**config.mk**
```make
export PLATFORM = sky130hd
export DESIGN_NAME = fir_coef_ctrl_flat
export DESIGN_NICKNAME = d
export VERILOG_FILES = /design/src/rtl/fir_pkg.sv /design/src/rtl/fir_coef_ctrl_if.sv /design/src/rtl/fir_coef_bank.sv /design/src/rtl/fir_coef_ctrl.sv /design/src/flat_wrapper.sv
export SDC_FILE = /design/constraint.sdc
export NUM_CORES = 1
export LEC_CHECK = 0
export BUFFER_PORTS_ARGS = -buffer_cell sky130_fd_sc_hd__buf_2
export CORE_MARGIN = 2
export CORE_UTILIZATION = 52
export CTS_CLUSTER_SIZE = 12
export DETAILED_ROUTE_END_ITERATION = 10
export GPL_TIMING_DRIVEN = 0
export PLACE_DENSITY = 0.74
export SLEW_MARGIN = 20
export SYNTH_ARGS = -nofsm -noshare
export SYNTH_HDL_FRONTEND = slang
export SYNTH_SLANG_ARGS = --single-unit
export TNS_END_PERCENT = 30
```
**constraint.sdc**
```tcl
create_clock -name clk -period 2.31 [get_ports clk]
set_input_delay 0.3465 -clock clk [delete_from_list [all_inputs] [get_ports clk]]
set_output_delay 0.3465 -clock clk [all_outputs]
set_load 0.02 [all_outputs]
```
**src/rtl/fir_pkg.sv**
```systemverilog
// Shared constants, state encodings and payload types for the FIR coefficient controller.
package fir_pkg;

  localparam int unsigned NTAPS    = 16;
  localparam int unsigned CW       = 16;
  localparam int unsigned PIPE_LAT = 5;
  localparam int unsigned FILL_CYC = NTAPS + PIPE_LAT;
  localparam int unsigned WPW      = $clog2(NTAPS);
  localparam int unsigned FCW      = $clog2(FILL_CYC);
  localparam int unsigned TAPW     = NTAPS * CW;

  localparam logic [2:0] ST_IDLE  = 3'd0;
  localparam logic [2:0] ST_LOAD  = 3'd1;
  localparam logic [2:0] ST_ARMED = 3'd2;
  localparam logic [2:0] ST_SWAP  = 3'd3;
  localparam logic [2:0] ST_FILL  = 3'd4;

  typedef logic [NTAPS-1:0][CW-1:0] tap_bank_t;

  typedef struct packed {
    logic          last;
    logic [CW-1:0] data;
  } cfg_beat_t;

  // Symmetric lowpass set, tap 0 in the least significant word.
  localparam tap_bank_t DEFAULT_TAPS = {
    16'h0000, 16'hFC9C, 16'h0000, 16'h05A5,
    16'h0000, 16'hF40C, 16'h0000, 16'h282D,
    16'h4000, 16'h282D, 16'h0000, 16'hF40C,
    16'h0000, 16'h05A5, 16'h0000, 16'hFC9C
  };

endpackage

```
**src/rtl/fir_coef_ctrl_if.sv**
```systemverilog
// Config-master <-> coefficient controller signal bundle.
interface fir_coef_ctrl_if;

  logic                      cfg_valid;
  logic                      cfg_ready;
  logic [fir_pkg::CW-1:0]    cfg_data;
  logic                      cfg_last;
  logic                      commit_req;
  logic                      commit_ack;
  logic                      fir_clear;
  logic [fir_pkg::TAPW-1:0]  taps;
  logic                      out_valid;
  logic                      busy;
  logic                      cfg_err;
  logic                      err_clr;

  modport master (
    output cfg_valid, cfg_data, cfg_last, commit_req, err_clr,
    input  cfg_ready, commit_ack, fir_clear, taps, out_valid, busy, cfg_err
  );

  modport slave (
    input  cfg_valid, cfg_data, cfg_last, commit_req, err_clr,
    output cfg_ready, commit_ack, fir_clear, taps, out_valid, busy, cfg_err
  );

endinterface

```
**src/rtl/fir_coef_bank.sv**
```systemverilog
// Shadow/active coefficient register pair; shadow is written word by word, swap copies it to active.
module fir_coef_bank
  import fir_pkg::*;
(
  input  logic           clk,
  input  logic           reset,
  input  logic           i_wr_en,
  input  logic [WPW-1:0] i_wr_addr,
  input  logic [CW-1:0]  i_wr_data,
  input  logic           i_swap,
  output tap_bank_t      o_active
);

  tap_bank_t r_shadow;
  tap_bank_t r_active;

  always_ff @(posedge clk or negedge reset) begin
    if (!reset) begin
      r_shadow <= DEFAULT_TAPS;
      r_active <= DEFAULT_TAPS;
    end else begin
      if (i_wr_en) r_shadow[i_wr_addr] <= i_wr_data;
      if (i_swap)  r_active <= r_shadow;
    end
  end

  assign o_active = r_active;

endmodule

```
**src/rtl/fir_coef_ctrl.sv**
```systemverilog
// Coefficient load/commit sequencer for the FIR: shadow load, bank swap, pipeline clear and refill masking.
module fir_coef_ctrl
  import fir_pkg::*;
(
  input  logic           clk,
  input  logic           reset,
  fir_coef_ctrl_if.slave cfg_if
);

  logic [2:0]     r_state,       w_state_nx;
  logic [WPW-1:0] r_wr_ptr,      w_wr_ptr_nx;
  logic [FCW-1:0] r_fill_cnt,    w_fill_cnt_nx;
  logic           r_from_commit, w_from_commit_nx;
  logic           r_out_valid,   w_out_valid_nx;
  logic           r_commit_ack,  w_commit_ack_nx;
  logic           r_cfg_ready,   w_cfg_ready_nx;
  logic           r_fir_clear,   w_fir_clear_nx;
  logic           r_busy,        w_busy_nx;
  logic           r_cfg_err;
  logic           w_err_evt;
  logic           w_hs;
  logic           w_wr_en;
  logic [WPW-1:0] w_wr_addr;
  logic           w_swap;
  cfg_beat_t      w_beat;
  tap_bank_t      w_active;

  assign w_beat = '{last: cfg_if.cfg_last, data: cfg_if.cfg_data};
  assign w_hs   = cfg_if.cfg_valid & r_cfg_ready;

  // Next-state, counter and registered-output decode.
  always_comb begin
    w_state_nx       = r_state;
    w_wr_ptr_nx      = r_wr_ptr;
    w_fill_cnt_nx    = r_fill_cnt;
    w_from_commit_nx = r_from_commit;
    w_out_valid_nx   = r_out_valid;
    w_commit_ack_nx  = 1'b0;
    w_err_evt        = 1'b0;
    w_wr_en          = 1'b0;
    w_wr_addr        = r_wr_ptr;
    w_swap           = 1'b0;

    case (r_state)
      ST_IDLE: begin
        w_wr_addr = '0;
        if (w_hs) begin
          w_wr_en = 1'b1;
          if (w_beat.last) begin
            w_err_evt   = 1'b1;
            w_wr_ptr_nx = '0;
          end else begin
            w_wr_ptr_nx = WPW'(1);
            w_state_nx  = ST_LOAD;
          end
        end
        if (cfg_if.commit_req) w_err_evt = 1'b1;
      end
      ST_LOAD: begin
        if (w_hs) begin
          w_wr_en = 1'b1;
          if (r_wr_ptr == WPW'(NTAPS - 1)) begin
            // A full set arms even without a last marker; the missing marker is flagged.
            w_wr_ptr_nx = '0;
            w_state_nx  = ST_ARMED;
            if (!w_beat.last) w_err_evt = 1'b1;
          end else if (w_beat.last) begin
            w_err_evt   = 1'b1;
            w_wr_ptr_nx = '0;
            w_state_nx  = ST_IDLE;
          end else begin
            w_wr_ptr_nx = r_wr_ptr + WPW'(1);
          end
        end
        if (cfg_if.commit_req) w_err_evt = 1'b1;
      end
      ST_ARMED: begin
        if (cfg_if.commit_req) w_state_nx = ST_SWAP;
      end
      ST_SWAP: begin
        w_swap           = 1'b1;
        w_out_valid_nx   = 1'b0;
        w_fill_cnt_nx    = '0;
        w_from_commit_nx = 1'b1;
        w_state_nx       = ST_FILL;
      end
      ST_FILL: begin
        if (r_fill_cnt == FCW'(FILL_CYC - 1)) begin
          w_out_valid_nx   = 1'b1;
          w_commit_ack_nx  = r_from_commit;
          w_from_commit_nx = 1'b0;
          w_state_nx       = ST_IDLE;
        end else begin
          w_fill_cnt_nx = r_fill_cnt + FCW'(1);
        end
      end
      default: w_state_nx = ST_IDLE;
    endcase

    w_cfg_ready_nx = (w_state_nx == ST_IDLE) || (w_state_nx == ST_LOAD);
    w_busy_nx      = !((w_state_nx == ST_IDLE) || (w_state_nx == ST_ARMED));
    w_fir_clear_nx = (w_state_nx == ST_SWAP);
  end

  // Reset lands in FILL so the FIR pipeline is masked until the default taps have propagated.
  always_ff @(posedge clk or negedge reset) begin
    if (!reset) begin
      r_state       <= ST_FILL;
      r_wr_ptr      <= '0;
      r_fill_cnt    <= '0;
      r_from_commit <= 1'b0;
      r_out_valid   <= 1'b0;
      r_commit_ack  <= 1'b0;
      r_cfg_ready   <= 1'b0;
      r_fir_clear   <= 1'b0;
      r_busy        <= 1'b1;
      r_cfg_err     <= 1'b0;
    end else begin
      r_state       <= w_state_nx;
      r_wr_ptr      <= w_wr_ptr_nx;
      r_fill_cnt    <= w_fill_cnt_nx;
      r_from_commit <= w_from_commit_nx;
      r_out_valid   <= w_out_valid_nx;
      r_commit_ack  <= w_commit_ack_nx;
      r_cfg_ready   <= w_cfg_ready_nx;
      r_fir_clear   <= w_fir_clear_nx;
      r_busy        <= w_busy_nx;
      if (w_err_evt)           r_cfg_err <= 1'b1;
      else if (cfg_if.err_clr) r_cfg_err <= 1'b0;
    end
  end

  fir_coef_bank u_bank (
    .clk       (clk),
    .reset     (reset),
    .i_wr_en   (w_wr_en),
    .i_wr_addr (w_wr_addr),
    .i_wr_data (w_beat.data),
    .i_swap    (w_swap),
    .o_active  (w_active)
  );

  assign cfg_if.taps       = w_active;
  assign cfg_if.cfg_ready  = r_cfg_ready;
  assign cfg_if.commit_ack = r_commit_ack;
  assign cfg_if.fir_clear  = r_fir_clear;
  assign cfg_if.out_valid  = r_out_valid;
  assign cfg_if.busy       = r_busy;
  assign cfg_if.cfg_err    = r_cfg_err;

endmodule
```
**src/flat_wrapper.sv**
```systemverilog
// flat-port wrapper written by rule: the top's interface ports become plain ports
module fir_coef_ctrl_flat import fir_pkg::*;
  (clk, reset, cfg_if_cfg_valid, cfg_if_cfg_data, cfg_if_cfg_last, cfg_if_commit_req, cfg_if_err_clr, cfg_if_cfg_ready, cfg_if_commit_ack, cfg_if_fir_clear, cfg_if_taps, cfg_if_out_valid, cfg_if_busy, cfg_if_cfg_err);
  fir_coef_ctrl_if cfg_if_i ();
  input  logic clk;
  input  logic reset;
  input wire logic [$bits(cfg_if_i.cfg_valid)-1:0] cfg_if_cfg_valid;
  input wire logic [$bits(cfg_if_i.cfg_data)-1:0] cfg_if_cfg_data;
  input wire logic [$bits(cfg_if_i.cfg_last)-1:0] cfg_if_cfg_last;
  input wire logic [$bits(cfg_if_i.commit_req)-1:0] cfg_if_commit_req;
  input wire logic [$bits(cfg_if_i.err_clr)-1:0] cfg_if_err_clr;
  output wire logic [$bits(cfg_if_i.cfg_ready)-1:0] cfg_if_cfg_ready;
  output wire logic [$bits(cfg_if_i.commit_ack)-1:0] cfg_if_commit_ack;
  output wire logic [$bits(cfg_if_i.fir_clear)-1:0] cfg_if_fir_clear;
  output wire logic [$bits(cfg_if_i.taps)-1:0] cfg_if_taps;
  output wire logic [$bits(cfg_if_i.out_valid)-1:0] cfg_if_out_valid;
  output wire logic [$bits(cfg_if_i.busy)-1:0] cfg_if_busy;
  output wire logic [$bits(cfg_if_i.cfg_err)-1:0] cfg_if_cfg_err;
  assign cfg_if_i.cfg_valid = cfg_if_cfg_valid;
  assign cfg_if_i.cfg_data = cfg_if_cfg_data;
  assign cfg_if_i.cfg_last = cfg_if_cfg_last;
  assign cfg_if_i.commit_req = cfg_if_commit_req;
  assign cfg_if_i.err_clr = cfg_if_err_clr;
  assign cfg_if_cfg_ready = cfg_if_i.cfg_ready;
  assign cfg_if_commit_ack = cfg_if_i.commit_ack;
  assign cfg_if_fir_clear = cfg_if_i.fir_clear;
  assign cfg_if_taps = cfg_if_i.taps;
  assign cfg_if_out_valid = cfg_if_i.out_valid;
  assign cfg_if_busy = cfg_if_i.busy;
  assign cfg_if_cfg_err = cfg_if_i.cfg_err;
  fir_coef_ctrl u_core (.clk(clk), .reset(reset), .cfg_if(cfg_if_i));
endmodule
```
## Word-level counts from Yosys, hierarchy flattened

Index checks and enable logic that the tools add are counted.

- Bitwise operators: 1
- Add/sub/neg operators: 2
- Mux-type cells: 39
- Reductions and logical operators: 13
- $lt $le $gt $ge: 2
- Equal/unequal tests: 13

Operators with widths:

| operator | count |
|---|---|
| $bwmux 256 | 1 |
| $demux 16 s4 | 1 |
| $mux 3 | 7 |
| $mux 4 | 5 |
| $mux 1 | 17 |
| $mux 16 | 1 |
| $pmux 3 s5 | 1 |
| $eq 3x2->1 const B | 4 |
| $pmux 5 s2 | 1 |
| $pmux 4 s2 | 1 |
| $eq 3x1->1 const B | 2 |
| $logic_not 3->1 | 2 |
| $ne 2x1->1 const B | 3 |
| $pmux 1 s2 | 3 |
| $reduce_bool 2->1 | 3 |
| $add 5x1->5 const B | 1 |
| $eq 5x5->1 const B | 1 |
| $lt 4x5->1 const B | 1 |
| $mux 5 | 1 |
| $add 4x1->4 const B | 1 |
| $eq 4x4->1 const B | 1 |
| $ge 4x1->1 const B | 1 |
| $reduce_and 2->1 | 2 |
| $eq 3x3->1 const B | 1 |
| other kinds (7) | 8 |

- Register bits after elaboration: 531
- Output and inout bits: 262
- Logic and storage cells: 112
- Input bits: 22

## Logic depth before layout (Yosys ltp)

- Word-level depth: 7
- Gate-level depth with buffers: 7
- Depth with buffers taken out: 6

## By module

From an unflattened synthesis, not the netlist that was laid out.

- Cells, all modules: 1213
- Area total of the unflattened synthesis: 20198.1 um^2

By module, submodules not included:

| module | area each (um^2) | sequential area each (um^2) | instances | cells each |
|---|---|---|---|---|
| fir_coef_bank | 19207.2 | 12959.9 | 1 | 1114 |
| fir_coef_ctrl | 991.0 | 478.0 | 1 | 99 |

## Worst setup path after synthesis

OpenSTA, ideal clock, no wires.

- Kind: register to register
- Start point: reg u_core.r_state[1]
- End point: reg u_core.u_bank.r_shadow[213] in the netlist's numbering
- Data required time: 2.185 ns
- Stages on the path, launching flop included: 7
- Data arrival time: 2.083 ns
- Library setup time: 0.125 ns
- Path slack: 0.102 ns
- Period minus slack after synthesis: 2.208 ns
- Path buffers: 2
- Cells stage by stage: dfrtp_1 or3b_4 or2_1 buf_6 nor3_2 buf_4 mux2_2

- Word-level cells in the longest chain between the ends: 7
- Elaborated cells on any way between the ends: 11
- Classes of those cells: order compare (2); eq/ne (1); mux (5); reduce/logical (3)

RTL lines:

| element | RTL line | RTL |
|---|---|---|
| start, declared | fir_coef_ctrl.sv:10 | `logic [2:0] r_state, w_state_nx;` |
| start signal, assigned | fir_coef_ctrl.sv:119 | `r_state <= w_state_nx;` |
| $logic_not 3->1 | fir_coef_ctrl.sv:44 | `case (r_state)` |
| $mux 4 | fir_coef_ctrl.sv:44 |  |
| $lt 4x5->1 (not written as such) or $ge 4x1->1 (tied branches) | fir_coef_bank.sv:22 | `if (i_wr_en) r_shadow[i_wr_addr] <= i_wr_data;` |
| $logic_and 1x1->1 (not written as such) | fir_coef_bank.sv:22 |  |
| $mux 16 (not written as such) | fir_coef_bank.sv:22 |  |
| $demux 16 s4 | fir_coef_bank.sv:22 |  |
| $bwmux 256 | fir_coef_bank.sv:22 |  |
| end signal, assigned by index | fir_coef_bank.sv:22 |  |
| end, declared | fir_coef_bank.sv:14 | `tap_bank_t r_shadow;` |

Parallel ways exist; a longest one is shown, timed or not.
A chain may end at the register's enable or synchronous reset.

## Worst setup path in the final report

- Start point: reg u_core.r_state[1]
- End point: reg u_core.u_bank.r_shadow[17] in the netlist's numbering

The elaborated chain is that of the path after synthesis.

==> flow_metrics.py <==
metrics = {
    "run_status": {
        "outcome": "finished, violations left",
        "violations": "negative setup slack",
    },
    "drt": {
        "first_pass_iters": 5,
        "route.vias.total": 14100,
        "remaining_drc_errors": 0,
        "via_per_inst": 5.23,
        "drtIter0Drc": 959,
        "routed_wirelength_um": 53300,
        "ant_nets": 0,
        "wire_per_inst_um": 19.8,
    },
    "timing": {
        "timing.final.crit_share": 1.02,
        "clock.fmax_mhz": 425,
        "tns_ps": -63.3,
        "skew_ps": 14.4,
        "fin_ws_ps": -40.4,
        "drv_slew": 0,
        "worst_slew_pin_slew_ps": 1080,
        "hold-worst-slack_ps": 38.4,
        "setup_viol": 2,
        "period_needed_ps": 2350,
        "worst_slew_margin_rel": 0.277,
        "final_hold_viol_count": 0,
        "grt_setup_unrepaired": "yes",
    },
    "setup_path": {
        "worst_setup_path_start_kind": "register",
        "worstPathCellList": "or3b_4 -> or2_4 -> buf_8 -> nor3_4 -> buf_4 -> buf_4 -> mux2_2",
        "cpMostUsedCell": "buf_4",
        "r2r_start": "u_core.r_state[1]",
        "cp_max_fo": 8,
        "arrival_ps": 2820,
        "cp_num_buf_inv": 3,
        "setup.worst_path.start": "u_core.r_state[1]",
        "worst_setup_path_end_kind": "register",
        "crit_type": "register to register",
        "cp_top_family": "simple AND/OR/NAND/NOR gates",
        "critical-path-max-stage-delay_ps": 430,
        "required_ps": 2780,
        "cpMaxStageDelayCell": "or3b_4",
    },
    "grt": {
        "grt_pass1_wl_um": 81600,
        "globalRouteOverflowTotal": 0,
        "grt_usage": 0.263,
        "grt_antenna_before_repair": 0,
        "grt_max_degree": 99,
        "grt_pass1_vias": 14100,
    },
    "layout": {
        "antenna_cells": 0,
        "area_delta_synth_final_pct": 21.1,
        "drive_above_1_share": 0.384,
        "layout_common_cells": "782 x nand2_1, 411 x dfrtp_1, 284 x buf_2, 244 x mux2_2, 120 x dfstp_2",
        "final_area_um2": 24600,
        "n_fill_cell": 3022,
        "fin_nets": 2153,
        "layout_commonest_cell": "nand2_1",
    },
    "floorplan": {
        "dieHeight_um": 202,
        "ios": 284,
        "die_area_um2": 40700,
        "die_w_um": 202,
        "core_area_um2": 38600,
        "start_util": 0.527,
        "rows": 72,
    },
    "job": {
        "drv_cap": 0,
    },
    "power_and_ir_drop": {
        "intPower_uw": 14900,
        "seq_power_share": 0.524,
        "switching_share": 0.226,
        "combPwrFrac": 0.054,
        "ir_worst_vdd_uv": 660,
        "p_leak_uw": 0.0136,
        "p_sw_uw": 4350,
        "clkPwrFrac": 0.422,
        "cellPowerDensity_nw_per_um2": 782,
    },
    "yosys": {
        "synth_area_per_cell_um2": 11.5,
        "syn_inst": 1761,
        "ys_seq_elements": 531,
        "seq_area_frac_synth": 0.662,
        "syn_nets": 1786,
        "ys_types": 43,
        "syn-cell-area_um2": 20300,
        "yosys_warnings": 0,
    },
    "placement": {
        "gp_congestion": 0.857,
        "port_buffers": 283,
        "hpwl_um": 35100,
        "dpl_cell_area_um2": 22500,
    },
    "clock_tree": {
        "cts_buffers": 53,
        "cts_tree": "built",
        "cts_buffer_depth": 3,
        "insertion_delay_ps": 590,
        "clkTransAtPathRegs_ps": 70,
        "root_buffer": "clkbuf_16",
        "cts_max_level": 2,
        "clock_sinks": 531,
    },
    "worst_hold_path": {
        "hp-class": "primary input to register",
        "min_from": "cfg_if_cfg_last",
    },
}
-- cells in the mapped netlist, drive strengths merged --
cell,number,area (µm²)
ha,3,37.5
nor2,12,45.0
a31oi,2,12.5
clkbuf,82,308
nand3,9,45.0
mux2,256,2920
o22ai,1,6.26
o21ai,8,40.0
a211oi,1,7.51
and4b,1,10.0
o21a,1,7.51
nor2b,1,6.26
or3b,2,20.0
xnor2,2,17.5
and4bb,1,12.5
or3,3,23.8
dfrtp,411,10300
and4,1,8.76
o31ai,2,15.0
o32ai,1,8.76
nand2b,2,12.5
o211ai,1,7.51
buf,15,110
o221ai,1,8.76
nor4,1,6.26
nand4,6,37.5
nand2,784,2940
and3b,1,8.76
nor3,12,100
and2,1,6.26
dfstp,120,3150
inv,9,33.8
a21oi,5,25.0
or2,3,18.8
-- metrics by stage --
stage          utilization  setup WS, ps  std cells  power, µW
3_5_place_dp         0.584          -904       2567      11200
4_1_cts              0.633         -92.1       2675      19300
3_3_place_gp         0.580         -9340       2562      11100
2_1_floorplan            -           102       1761      10700
5_1_grt              0.638         -88.8       2690      19900
6_report             0.638         -40.4       2690      19200
-- flip-flops by register name, indices dropped and copies added, names as in the netlist --
register,count
u_core.cfg_if.busy,1
u_core.cfg_if.cfg_err,1
u_core.cfg_if.cfg_ready,1
u_core.cfg_if.commit_ack,1
u_core.cfg_if.fir_clear,1
u_core.cfg_if.out_valid,1
u_core.r_fill_cnt,5
u_core.r_from_commit,1
u_core.r_state,3
u_core.r_wr_ptr,4
u_core.u_bank.o_active,256
u_core.u_bank.r_shadow,256
-- area by class of cell --
type / count / area [µm²] / area share
Buffer: 96 / 513 / 0.0209
Clock buffer: 93 / 1540 / 0.0625
Clock inverter: 6 / 68.8 / 0.00280
Inverter: 9 / 33.8 / 0.00137
Multi-Input combinational cell: 1124 / 6540 / 0.266
Sequential cell: 531 / 13400 / 0.546
Tap cell: 518 / 648 / 0.0264
Timing Repair Buffer: 313 / 1810 / 0.0736
-- cells by family after synthesis --
| logic type | Yosys count | share of synthesized area |
|---|---|---|
| and+or+nand+nor | 840 | 0.163 |
| DFF | 531 | 0.662 |
| muxes | 256 | 0.144 |
| buffers and inverters | 106 | 0.0222 |
| AOI/OAI and AO/OA | 23 | 0.00684 |
| adders and majority gates | 3 | 0.00185 |
| xor gates and xnor gates | 2 | 0.000863 |
-- final timing paths --
path,end,slack (ps),cells after the start
worst max-delay path,u_core.u_bank.r_shadow[17],-40,7
worst min-delay path,u_core.r_wr_ptr[0],40,2
worst max register to register,u_core.u_bank.r_shadow[17],-40,7
worst min register to register,u_core.u_bank.o_active[133],450,2
max in group asynchronous,u_core.u_bank.r_shadow[107],690,4
min in group asynchronous,u_core.cfg_if.fir_clear,310,2
-- what timing repair did --
item / CTS / global route
hold buffers: 2 / 0
gates cloned: 0 / 0
pin swaps: 10 / 6
buffers inserted: 7 / 16
endpoints found under the hold margin: 56 / 0
resized for setup: 66 / 31
endpoints found under the setup margin: 443 / 287
-- metal layers --
metal	vias to the layer above	part of all wire	GRT usage
met2	437	0.48	0.423
met3	71	0.067	0.0581
li1	6418	-	-
met4	0	0.020	0.0654
met5	-	0	0
met1	7150	0.43	0.368
-- power groups by stage --
stage                     sequential [µW]  combinational [µW]  clock [µW]
after detailed placement            10200                1010           0
after floorplan                     10200                 542           0
final                               10100                1040        8120
after CTS                           10100                1030        8230
after global placement              10200                 942           0
after global routing                10100                1150        8640
Power figures use the tool's default switching activity.
